<file path="src/rtl/rob_if.sv">
// Reorder buffer port bundle: issue, CDB writeback, operand query,
// commit and flush signals. master = core side, slave = rob.
interface rob_if;
   logic        issue_sgn;
   logic [5:0]  issue_rd;
   logic        issue_is_store;
   logic [4:0]  rob_new_entry;
   logic        rob_full;
   logic        cdb_valid;
   logic [4:0]  cdb_entry;
   logic [31:0] cdb_result;
   logic        cdb_mispredict;
   logic [31:0] cdb_target_pc;
   logic [4:0]  query_j_entry;
   logic [4:0]  query_k_entry;
   logic        query_j_ready;
   logic        query_k_ready;
   logic [31:0] query_j_value;
   logic [31:0] query_k_value;
   logic        commit_sgn;
   logic [4:0]  rob_entry;
   logic [5:0]  rob_des;
   logic [31:0] rob_result;
   logic        store_commit_sgn;
   logic        flush_sgn;
   logic [31:0] flush_pc;

   modport master (
      output issue_sgn, issue_rd, issue_is_store,
      output cdb_valid, cdb_entry, cdb_result,
      output cdb_mispredict, cdb_target_pc,
      output query_j_entry, query_k_entry,
      input  rob_new_entry, rob_full,
      input  query_j_ready, query_k_ready,
      input  query_j_value, query_k_value,
      input  commit_sgn, rob_entry, rob_des, rob_result,
      input  store_commit_sgn, flush_sgn, flush_pc
   );

   modport slave (
      input  issue_sgn, issue_rd, issue_is_store,
      input  cdb_valid, cdb_entry, cdb_result,
      input  cdb_mispredict, cdb_target_pc,
      input  query_j_entry, query_k_entry,
      output rob_new_entry, rob_full,
      output query_j_ready, query_k_ready,
      output query_j_value, query_k_value,
      output commit_sgn, rob_entry, rob_des, rob_result,
      output store_commit_sgn, flush_sgn, flush_pc
   );
endinterface

</file>
<file path="src/rtl/rob.sv">
// 16-entry reorder buffer: in-order tag allocation, CDB capture,
// in-order single commit, flush on mispredicted head.
// Ports: clk, rst (sync, active-high), rdy (stall), bus (rob_if.slave).
module rob (
   input logic clk,
   input logic rst,
   input logic rdy,
   rob_if.slave bus
);
   localparam logic [4:0] ENTRY_NULL = 5'd16;
   localparam logic [5:0] NULL_REG   = 6'd32;

   logic [15:0] busy_q, busy_d, ready_q, ready_d;
   logic [15:0] st_q, st_d, mp_q, mp_d;
   logic [5:0]  rd_q  [16];
   logic [5:0]  rd_d  [16];
   logic [31:0] val_q [16];
   logic [31:0] val_d [16];
   logic [31:0] tgt_q [16];
   logic [31:0] tgt_d [16];
   logic [3:0]  head_q, head_d, tail_q, tail_d;
   logic [4:0]  count_q, count_d;
   logic        commit_q, commit_d, store_q, store_d;
   logic        flush_q, flush_d;
   logic [4:0]  entry_q, entry_d;
   logic [5:0]  des_q, des_d;
   logic [31:0] result_q, result_d, fpc_q, fpc_d;

   logic       full, do_commit, do_flush, do_issue, cdb_hit;
   logic [3:0] cdb_idx, j_idx, k_idx;
   logic       j_match, k_match;

   assign full      = (count_q == 5'd16);
   assign do_commit = busy_q[head_q] & ready_q[head_q];
   assign do_flush  = do_commit & mp_q[head_q];
   // A full buffer can still take an issue into the slot freed by
   // the commit happening on the same edge.
   assign do_issue  = bus.issue_sgn & (~full | do_commit);
   assign cdb_idx   = bus.cdb_entry[3:0];
   assign cdb_hit   = bus.cdb_valid & ~bus.cdb_entry[4] & busy_q[cdb_idx];

   always_comb begin
      busy_d   = busy_q;
      ready_d  = ready_q;
      st_d     = st_q;
      mp_d     = mp_q;
      rd_d     = rd_q;
      val_d    = val_q;
      tgt_d    = tgt_q;
      head_d   = head_q;
      tail_d   = tail_q;
      count_d  = count_q;
      commit_d = commit_q;
      store_d  = store_q;
      flush_d  = flush_q;
      entry_d  = entry_q;
      des_d    = des_q;
      result_d = result_q;
      fpc_d    = fpc_q;
      if (rdy) begin
         commit_d = do_commit;
         store_d  = do_commit & st_q[head_q];
         flush_d  = do_flush;
         if (do_commit) begin
            entry_d  = {1'b0, head_q};
            des_d    = st_q[head_q] ? NULL_REG : rd_q[head_q];
            result_d = val_q[head_q];
         end
         if (do_flush) begin
            fpc_d   = tgt_q[head_q];
            busy_d  = '0;
            ready_d = '0;
            st_d    = '0;
            mp_d    = '0;
            for (int i = 0; i < 16; i++) begin
               rd_d[i]  = NULL_REG;
               val_d[i] = '0;
               tgt_d[i] = '0;
            end
            head_d  = '0;
            tail_d  = '0;
            count_d = '0;
         end else begin
            if (cdb_hit) begin
               ready_d[cdb_idx] = 1'b1;
               mp_d[cdb_idx]    = bus.cdb_mispredict;
               val_d[cdb_idx]   = bus.cdb_result;
               tgt_d[cdb_idx]   = bus.cdb_target_pc;
            end
            if (do_commit) begin
               busy_d[head_q]  = 1'b0;
               ready_d[head_q] = 1'b0;
               st_d[head_q]    = 1'b0;
               mp_d[head_q]    = 1'b0;
               rd_d[head_q]    = NULL_REG;
               val_d[head_q]   = '0;
               tgt_d[head_q]   = '0;
               head_d          = head_q + 4'd1;
            end
            if (do_issue) begin
               busy_d[tail_q]  = 1'b1;
               ready_d[tail_q] = 1'b0;
               st_d[tail_q]    = bus.issue_is_store;
               mp_d[tail_q]    = 1'b0;
               rd_d[tail_q]    = bus.issue_rd;
               tail_d          = tail_q + 4'd1;
            end
            count_d = count_q + {4'd0, do_issue}
                    - {4'd0, do_commit};
         end
      end
   end

   always_ff @(posedge clk) begin
      if (rst) begin
         busy_q  <= '0;
         ready_q <= '0;
         st_q    <= '0;
         mp_q    <= '0;
         for (int i = 0; i < 16; i++) begin
            rd_q[i]  <= NULL_REG;
            val_q[i] <= '0;
            tgt_q[i] <= '0;
         end
         head_q   <= '0;
         tail_q   <= '0;
         count_q  <= '0;
         commit_q <= 1'b0;
         store_q  <= 1'b0;
         flush_q  <= 1'b0;
         entry_q  <= ENTRY_NULL;
         des_q    <= NULL_REG;
         result_q <= '0;
         fpc_q    <= '0;
      end else begin
         busy_q   <= busy_d;
         ready_q  <= ready_d;
         st_q     <= st_d;
         mp_q     <= mp_d;
         rd_q     <= rd_d;
         val_q    <= val_d;
         tgt_q    <= tgt_d;
         head_q   <= head_d;
         tail_q   <= tail_d;
         count_q  <= count_d;
         commit_q <= commit_d;
         store_q  <= store_d;
         flush_q  <= flush_d;
         entry_q  <= entry_d;
         des_q    <= des_d;
         result_q <= result_d;
         fpc_q    <= fpc_d;
      end
   end

   // Operand query with same-cycle CDB bypass for pending entries.
   assign j_idx   = bus.query_j_entry[3:0];
   assign k_idx   = bus.query_k_entry[3:0];
   assign j_match = bus.cdb_valid & (bus.cdb_entry == bus.query_j_entry);
   assign k_match = bus.cdb_valid & (bus.cdb_entry == bus.query_k_entry);

   assign bus.query_j_ready = ~bus.query_j_entry[4] & busy_q[j_idx]
                            & (ready_q[j_idx] | j_match);
   assign bus.query_k_ready = ~bus.query_k_entry[4] & busy_q[k_idx]
                            & (ready_q[k_idx] | k_match);
   assign bus.query_j_value =
      bus.query_j_entry[4] ? 32'd0 :
      (busy_q[j_idx] & ~ready_q[j_idx] & j_match) ? bus.cdb_result :
      val_q[j_idx];
   assign bus.query_k_value =
      bus.query_k_entry[4] ? 32'd0 :
      (busy_q[k_idx] & ~ready_q[k_idx] & k_match) ? bus.cdb_result :
      val_q[k_idx];

   assign bus.rob_new_entry    = {1'b0, tail_q};
   assign bus.rob_full         = full;
   assign bus.commit_sgn       = commit_q;
   assign bus.rob_entry        = entry_q;
   assign bus.rob_des          = des_q;
   assign bus.rob_result       = result_q;
   assign bus.store_commit_sgn = store_q;
   assign bus.flush_sgn        = flush_q;
   assign bus.flush_pc         = fpc_q;
endmodule

</file>
<file path="src/flat_wrapper.sv">
// flat-port wrapper written by rule: the top's interface ports become plain ports
module rob_flat 
  (clk, rst, rdy, bus_issue_sgn, bus_issue_rd, bus_issue_is_store, bus_cdb_valid, bus_cdb_entry, bus_cdb_result, bus_cdb_mispredict, bus_cdb_target_pc, bus_query_j_entry, bus_query_k_entry, bus_rob_new_entry, bus_rob_full, bus_query_j_ready, bus_query_k_ready, bus_query_j_value, bus_query_k_value, bus_commit_sgn, bus_rob_entry, bus_rob_des, bus_rob_result, bus_store_commit_sgn, bus_flush_sgn, bus_flush_pc);
  rob_if bus_i ();
  input logic clk;
  input logic rst;
  input logic rdy;
  input wire logic [$bits(bus_i.issue_sgn)-1:0] bus_issue_sgn;
  input wire logic [$bits(bus_i.issue_rd)-1:0] bus_issue_rd;
  input wire logic [$bits(bus_i.issue_is_store)-1:0] bus_issue_is_store;
  input wire logic [$bits(bus_i.cdb_valid)-1:0] bus_cdb_valid;
  input wire logic [$bits(bus_i.cdb_entry)-1:0] bus_cdb_entry;
  input wire logic [$bits(bus_i.cdb_result)-1:0] bus_cdb_result;
  input wire logic [$bits(bus_i.cdb_mispredict)-1:0] bus_cdb_mispredict;
  input wire logic [$bits(bus_i.cdb_target_pc)-1:0] bus_cdb_target_pc;
  input wire logic [$bits(bus_i.query_j_entry)-1:0] bus_query_j_entry;
  input wire logic [$bits(bus_i.query_k_entry)-1:0] bus_query_k_entry;
  output wire logic [$bits(bus_i.rob_new_entry)-1:0] bus_rob_new_entry;
  output wire logic [$bits(bus_i.rob_full)-1:0] bus_rob_full;
  output wire logic [$bits(bus_i.query_j_ready)-1:0] bus_query_j_ready;
  output wire logic [$bits(bus_i.query_k_ready)-1:0] bus_query_k_ready;
  output wire logic [$bits(bus_i.query_j_value)-1:0] bus_query_j_value;
  output wire logic [$bits(bus_i.query_k_value)-1:0] bus_query_k_value;
  output wire logic [$bits(bus_i.commit_sgn)-1:0] bus_commit_sgn;
  output wire logic [$bits(bus_i.rob_entry)-1:0] bus_rob_entry;
  output wire logic [$bits(bus_i.rob_des)-1:0] bus_rob_des;
  output wire logic [$bits(bus_i.rob_result)-1:0] bus_rob_result;
  output wire logic [$bits(bus_i.store_commit_sgn)-1:0] bus_store_commit_sgn;
  output wire logic [$bits(bus_i.flush_sgn)-1:0] bus_flush_sgn;
  output wire logic [$bits(bus_i.flush_pc)-1:0] bus_flush_pc;
  assign bus_i.issue_sgn = bus_issue_sgn;
  assign bus_i.issue_rd = bus_issue_rd;
  assign bus_i.issue_is_store = bus_issue_is_store;
  assign bus_i.cdb_valid = bus_cdb_valid;
  assign bus_i.cdb_entry = bus_cdb_entry;
  assign bus_i.cdb_result = bus_cdb_result;
  assign bus_i.cdb_mispredict = bus_cdb_mispredict;
  assign bus_i.cdb_target_pc = bus_cdb_target_pc;
  assign bus_i.query_j_entry = bus_query_j_entry;
  assign bus_i.query_k_entry = bus_query_k_entry;
  assign bus_rob_new_entry = bus_i.rob_new_entry;
  assign bus_rob_full = bus_i.rob_full;
  assign bus_query_j_ready = bus_i.query_j_ready;
  assign bus_query_k_ready = bus_i.query_k_ready;
  assign bus_query_j_value = bus_i.query_j_value;
  assign bus_query_k_value = bus_i.query_k_value;
  assign bus_commit_sgn = bus_i.commit_sgn;
  assign bus_rob_entry = bus_i.rob_entry;
  assign bus_rob_des = bus_i.rob_des;
  assign bus_rob_result = bus_i.rob_result;
  assign bus_store_commit_sgn = bus_i.store_commit_sgn;
  assign bus_flush_sgn = bus_i.flush_sgn;
  assign bus_flush_pc = bus_i.flush_pc;
  rob u_core (.clk(clk), .rst(rst), .rdy(rdy), .bus(bus_i));
endmodule
</file>
<file path="config.mk">
export PLATFORM = sky130hd
export DESIGN_NAME = rob_flat
export DESIGN_NICKNAME = d
export VERILOG_FILES = /design/src/rtl/rob_if.sv /design/src/rtl/rob.sv /design/src/flat_wrapper.sv
export SDC_FILE = /design/constraint.sdc
export NUM_CORES = 2
export LEC_CHECK = 0
export CORE_ASPECT_RATIO = 0.9
export CORE_MARGIN = 8
export CORE_UTILIZATION = 55
export CTS_CLUSTER_SIZE = 14
export DETAILED_ROUTE_END_ITERATION = 12
export GPL_TIMING_DRIVEN = 0
export PLACE_DENSITY = 0.76
export SETUP_SLACK_MARGIN = 0.1
export SLEW_MARGIN = 25
export SYNTH_ARGS = -nofsm -noshare
export SYNTH_HDL_FRONTEND = slang
export SYNTH_SLANG_ARGS = --single-unit
export TNS_END_PERCENT = 100
</file>
<file path="constraint.sdc">
create_clock -name clk -period 5.2 [get_ports clk]
set_input_delay 1.56 -clock clk [delete_from_list [all_inputs] [get_ports clk]]
set_output_delay 1.56 -clock clk [all_outputs]
set_load 0.02 [all_outputs]
</file>
* After elaboration in Yosys (flattened, before gate mapping)
Cells that the tools add are included.
** Storage, ports and cells
- Register bits :: 1275
- Output and inout bits :: 150
- Input port bits :: 92
- Logic and storage cells :: 246
** Cells by class
- Bitwise logic cells :: 46
- Equal/unequal tests :: 3
- Mux-type cells :: 103
- Reduce and logical (&&, ||, !) cells :: 12
- Add/sub/neg operators :: 4
- Order comparisons :: 16
** Operator list (number)
- two-way mux 512 bit :: 10
- AND 512 bit :: 2
- bitwise mux 512 bit :: 2
- binary-select mux 32 bit (select 4 bit) :: 4
- NOT 512 bit :: 1
- two-way mux 96 bit :: 5
- two-way mux 32 bit :: 14
- two-way mux 16 bit :: 26
- demux 32 bit (select 4 bit) :: 2
- AND 16 bit :: 6
- bitwise mux 96 bit :: 1
- AND 80 bit :: 1
- NOT 80 bit :: 1
- demux 6 bit (select 4 bit) :: 2
- bitwise OR 16 bit :: 3
- binary-select mux 1 bit (select 4 bit) :: 9
- bitwise mux 16 bit :: 2
- NOT 16 bit :: 2
- two-way mux 6 bit :: 5
- >= comparator 5 bit (second input constant) :: 5
- less-than comparator 4 x 5 -> 1 bit (second input constant) :: 5
- NOT 4 -> 5 bit :: 5
- binary-select mux 6 bit (select 4 bit) :: 1
- AND 1 bit :: 16
- 16 further kinds :: 54

* Logic depth before layout (Yosys ltp)
- Word-level depth :: 15
- Mapped depth :: 20
- Gate-level depth less buffers :: 16

* Least setup slack after synthesis
No wires, ideal clock.
- Path type :: input to output
- Start :: input bus_query_k_entry[0]
- End :: output bus_query_k_value[11]
- Stages on the path :: 8
- Buffers on the path :: 3
- Setup slack :: -330 ps
- Arrival :: 3970 ps
- Required time :: 3640 ps
- Cell sequence :: buf_2 mux4_2 mux4_2 nand3b_1 clkbuf_1 buf_1 mux2i_1 nor2_1
** On the way
- Cells in the longest elaborated chain, start to end :: 7
- Elaborated cells between the ends (all ways) :: 15
- Classes of those cells :: eq/ne: 1; mux: 9; bitwise: 5
** RTL lines
- start: declaration :: line flat_wrapper.sv:17 : input wire logic [$bits(bus_i.query_k_entry)-1:0] bus_query_k_entry;
- binary-select mux 1 bit (select 4 bit) :: line rob.sv:172 : (busy_q[k_idx] & ~ready_q[k_idx] & k_match) ? bus.cdb_result :
- two-way mux 1 bit (implied by the code) :: line rob.sv:172
- NOT 1 bit :: line rob.sv:172
- AND 1 bit (2 in a row) :: line rob.sv:172
- two-way mux 32 bit (*) :: line rob.sv:172
- two-way mux 32 bit (*) :: line rob.sv:171 : bus.query_k_entry[4] ? 32'd0 :
- end: declaration :: line flat_wrapper.sv:23 : output wire logic [$bits(bus_i.query_k_value)-1:0] bus_query_k_value;
Mark *: on every way between the ends. The rest lies on a longest branch, timed or not. The select of a mux whose other input is x is not followed.

* Worst setup path after layout
- Start :: input bus_query_k_entry[1]
- End :: output bus_query_k_value[30]
Same word-level chain as after synthesis.

==> qor.csv <==
metric,value,unit
p_int,15.9,mW
fin_cells,7328,
synth_seq_cells,1275,
worstSetupPathType,primary input to primary output,
sequentialPowerShare,46.1,%
start_util,55.4,%
synth_edf_count,0,
combPwrFrac,7.4,%
place_area,65500,um2
yosys.area.top_type_share,42.1,%
ios,242,
final_antenna_net_count,0,
drc,0,
port_buffers,229,
switchingPower,5.41,mW
hp-class,flip-flop to flip-flop,
first_global_vias,51300,
dieWidth,366,um
violations,negative setup slack,
synth_top_cell_by_area,dfxtp_1,
p_sw_share,25.4,%
setup_violations,64,
ys_types,83,
netlist_top_cells_count,"dfxtp_1, mux4_2, nand2_1, a22o_1, clkbuf_1",
synth_fp_nets,5442,
finalCriticalPeriod,5620,ps
clock_sinks,1275,
critPathArrivalTime,4060,ps
cp-end-kind,primary output,
holdPathStages,2,
final_util,65.6,%
fmax,178,MHz
wl_per_cell,33.3,um
rsz0062_at_grt,true,
placementRows,115,
clock_latency,800,ps
grt.total_usage,38.8,%
post-route-period-util,108,%
synth-main-ff-cell,dfxtp_1,
crit_path_max_fanout,7,
max-vdd-ir-drop,373,uV
synth.yosys.seq_area_share,42.1,%
grt_max_degree,17,
max-clock-path-buffers,3,
required,3640,ps
post-place-cells,7052,
first_pass_iters,13,
slew_violations,0,
viasPerCell,7.35,
drt-initial-drc-count,9187,
r2r_cells,10,
finalPower,21.3,mW
die_area,121000,um2
yosysMostFrequentCell,dfxtp_1,
yosys-top-cells-area,"dfxtp_1, mux4_2, a22o_1, nand2_1, o21ai_0",
grt_pass1_wl,351,mm
antenna_found_initial,18,
tns,-17890,ps
vias,53900,
hold_viol,0,
fin_ws,-424,ps
netlist_area,60600,um2
p_per_area,297,nW/um2
final_nets,5868,
htreeDepth,4,
die_h,331,um
tritoncts,done,
post-dp-hpwl,172,mm
syn_avg_cell_area,11.4,um2
clk_pin_slew,60,ps
postSynth.asyncResetShare,0,%
yosys_warnings,0,
slew_headroom,14.7,%
leakagePower,25.0,nW
cts_buffers,134,
grt_overflow,0,
root_buffer,clkbuf_16,
skew,49.7,ps
status,finished with violations,
syn2layout_area_growth,18.3,%
routed_wl,244,mm
dp_worst_setup_slack,-2320,ps
netlist_instances,5335,
drive_gt1_share,24.7,%
core,109000,um2
gp_congestion,1.02,
hold_ws,450,ps
start_kind,primary input,
p_clk_share,46.5,%
cap_violations,0,
tightest_slew,1280,ps
stdcell_area,71700,um2
==> cell usage in the layout, fill, tap and decap left out, drive strengths merged, types with 17 or more instances in the layout <==
cell / n
a22o: 642
mux2i: 76
nand3: 67
a21oi: 135
clkdlybuf4s50: 156
o21ai: 489
nor2b: 98
clkbuf: 498
o22ai: 18
buf: 377
inv: 70
nor3: 46
clkinv: 28
a31oi: 17
mux4: 706
o211ai: 20
and3: 28
a32oi: 21
nor2: 175
a211o: 17
nand2: 680
dfxtp: 1275
==> layer usage <==
layer  routed length (um)  part of all wire (%)  GRT usage [%]  vias to the layer above
li1                     -                     -              -                    21300
met2               100000                    41           55.1                     5115
met5                  106                 0.043              0                        -
met1                85600                    35           49.2                    26300
met4                15800                   6.5           21.1                       14
met3                42200                    17           17.7                     1125
==> power by group through the flow <==
| stage | Sequential [mW] | Clock [mW] | Combinational, mW |
|---|---|---|---|
| floorplan | 10.0 | 0 | 0.757 |
| global placement | 10.0 | 0 | 1.35 |
| detailed placement | 10.0 | 0 | 1.39 |
| CTS | 9.81 | 9.82 | 1.46 |
| global route | 9.81 | 10.2 | 1.57 |
| finish | 9.81 | 9.90 | 1.57 |
==> final timing paths <==
| kind | from | to | slack (ps) |
|---|---|---|---|
| setup / recovery | bus_query_k_entry[1] | bus_query_k_value[30] | -420 |
| hold / removal | u_core.rd_q[35] | u_core.rd_q[35] | 450 |
| setup reg to reg | u_core.head_q[0] | u_core.val_q[17] | 130 |
| hold reg to reg | u_core.rd_q[35] | u_core.rd_q[35] | 450 |
==> layout make-up <==
| type | count | area, um2 |
|---|---|---|
| Antenna cell | 8 | 20.0 |
| Buffer | 560 | 3040 |
| Clock buffer | 189 | 3880 |
| Clock inverter | 44 | 588 |
| Fill cell | 8130 | 37700 |
| Inverter | 63 | 236 |
| Multi-Input combinational cell | 3436 | 33300 |
| Sequential cell | 1275 | 25500 |
| Tap cell | 1462 | 1830 |
| Timing Repair Buffer | 291 | 3270 |
==> flip-flops by register name, summed over array words and instances, names as in the netlist, 4 cells and up <==
signal and flops:
u_core.count_q 5, u_core.busy_q 16, u_core.val_q 512, u_core.head_q 4
u_core.mp_q 16, u_core.bus.rob_des 6, u_core.bus.rob_result 32, u_core.tgt_q 512
u_core.st_q 16, u_core.bus.flush_pc 32, u_core.bus.rob_entry 5, u_core.rd_q 96
u_core.ready_q 16, u_core.tail_q 4
==> kinds of logic (layout without fill, tap and decap cells) <==
group / count (synthesis) / count (layout) / synth area share, %
other: 1 / 9 / 0.00619
adder cells (fa/ha/maj): 15 / 15 / 0.322
AO/OA/AOI/OAI: 1456 / 1456 / 17.2
buffers and inverters: 624 / 1147 / 4.13
XOR/XNOR: 14 / 14 / 0.202
multiplexers: 785 / 785 / 27.5
AND/OR/NAND/NOR: 1165 / 1165 / 8.45
flip-flops: 1275 / 1275 / 42.1
==> critical path: stages <==
cell and delay, ps:
buf_2 180, clkbuf_8 220, mux4_2 320, mux4_2 510
nand3b_1 230, clkbuf_16 230, buf_12 160, mux2i_1 130
nor2_2 340, buf_6 180
==> repair_timing <==
item	in CTS	in global routing
hold buffers	0	0
buffers inserted	15	6
cloned	10	1
resized for setup	613	103
endpoints found under the setup margin	96	117
hold endpoints to repair	0	0
pin swaps	17	19
(Power assumes the default switching activity.)
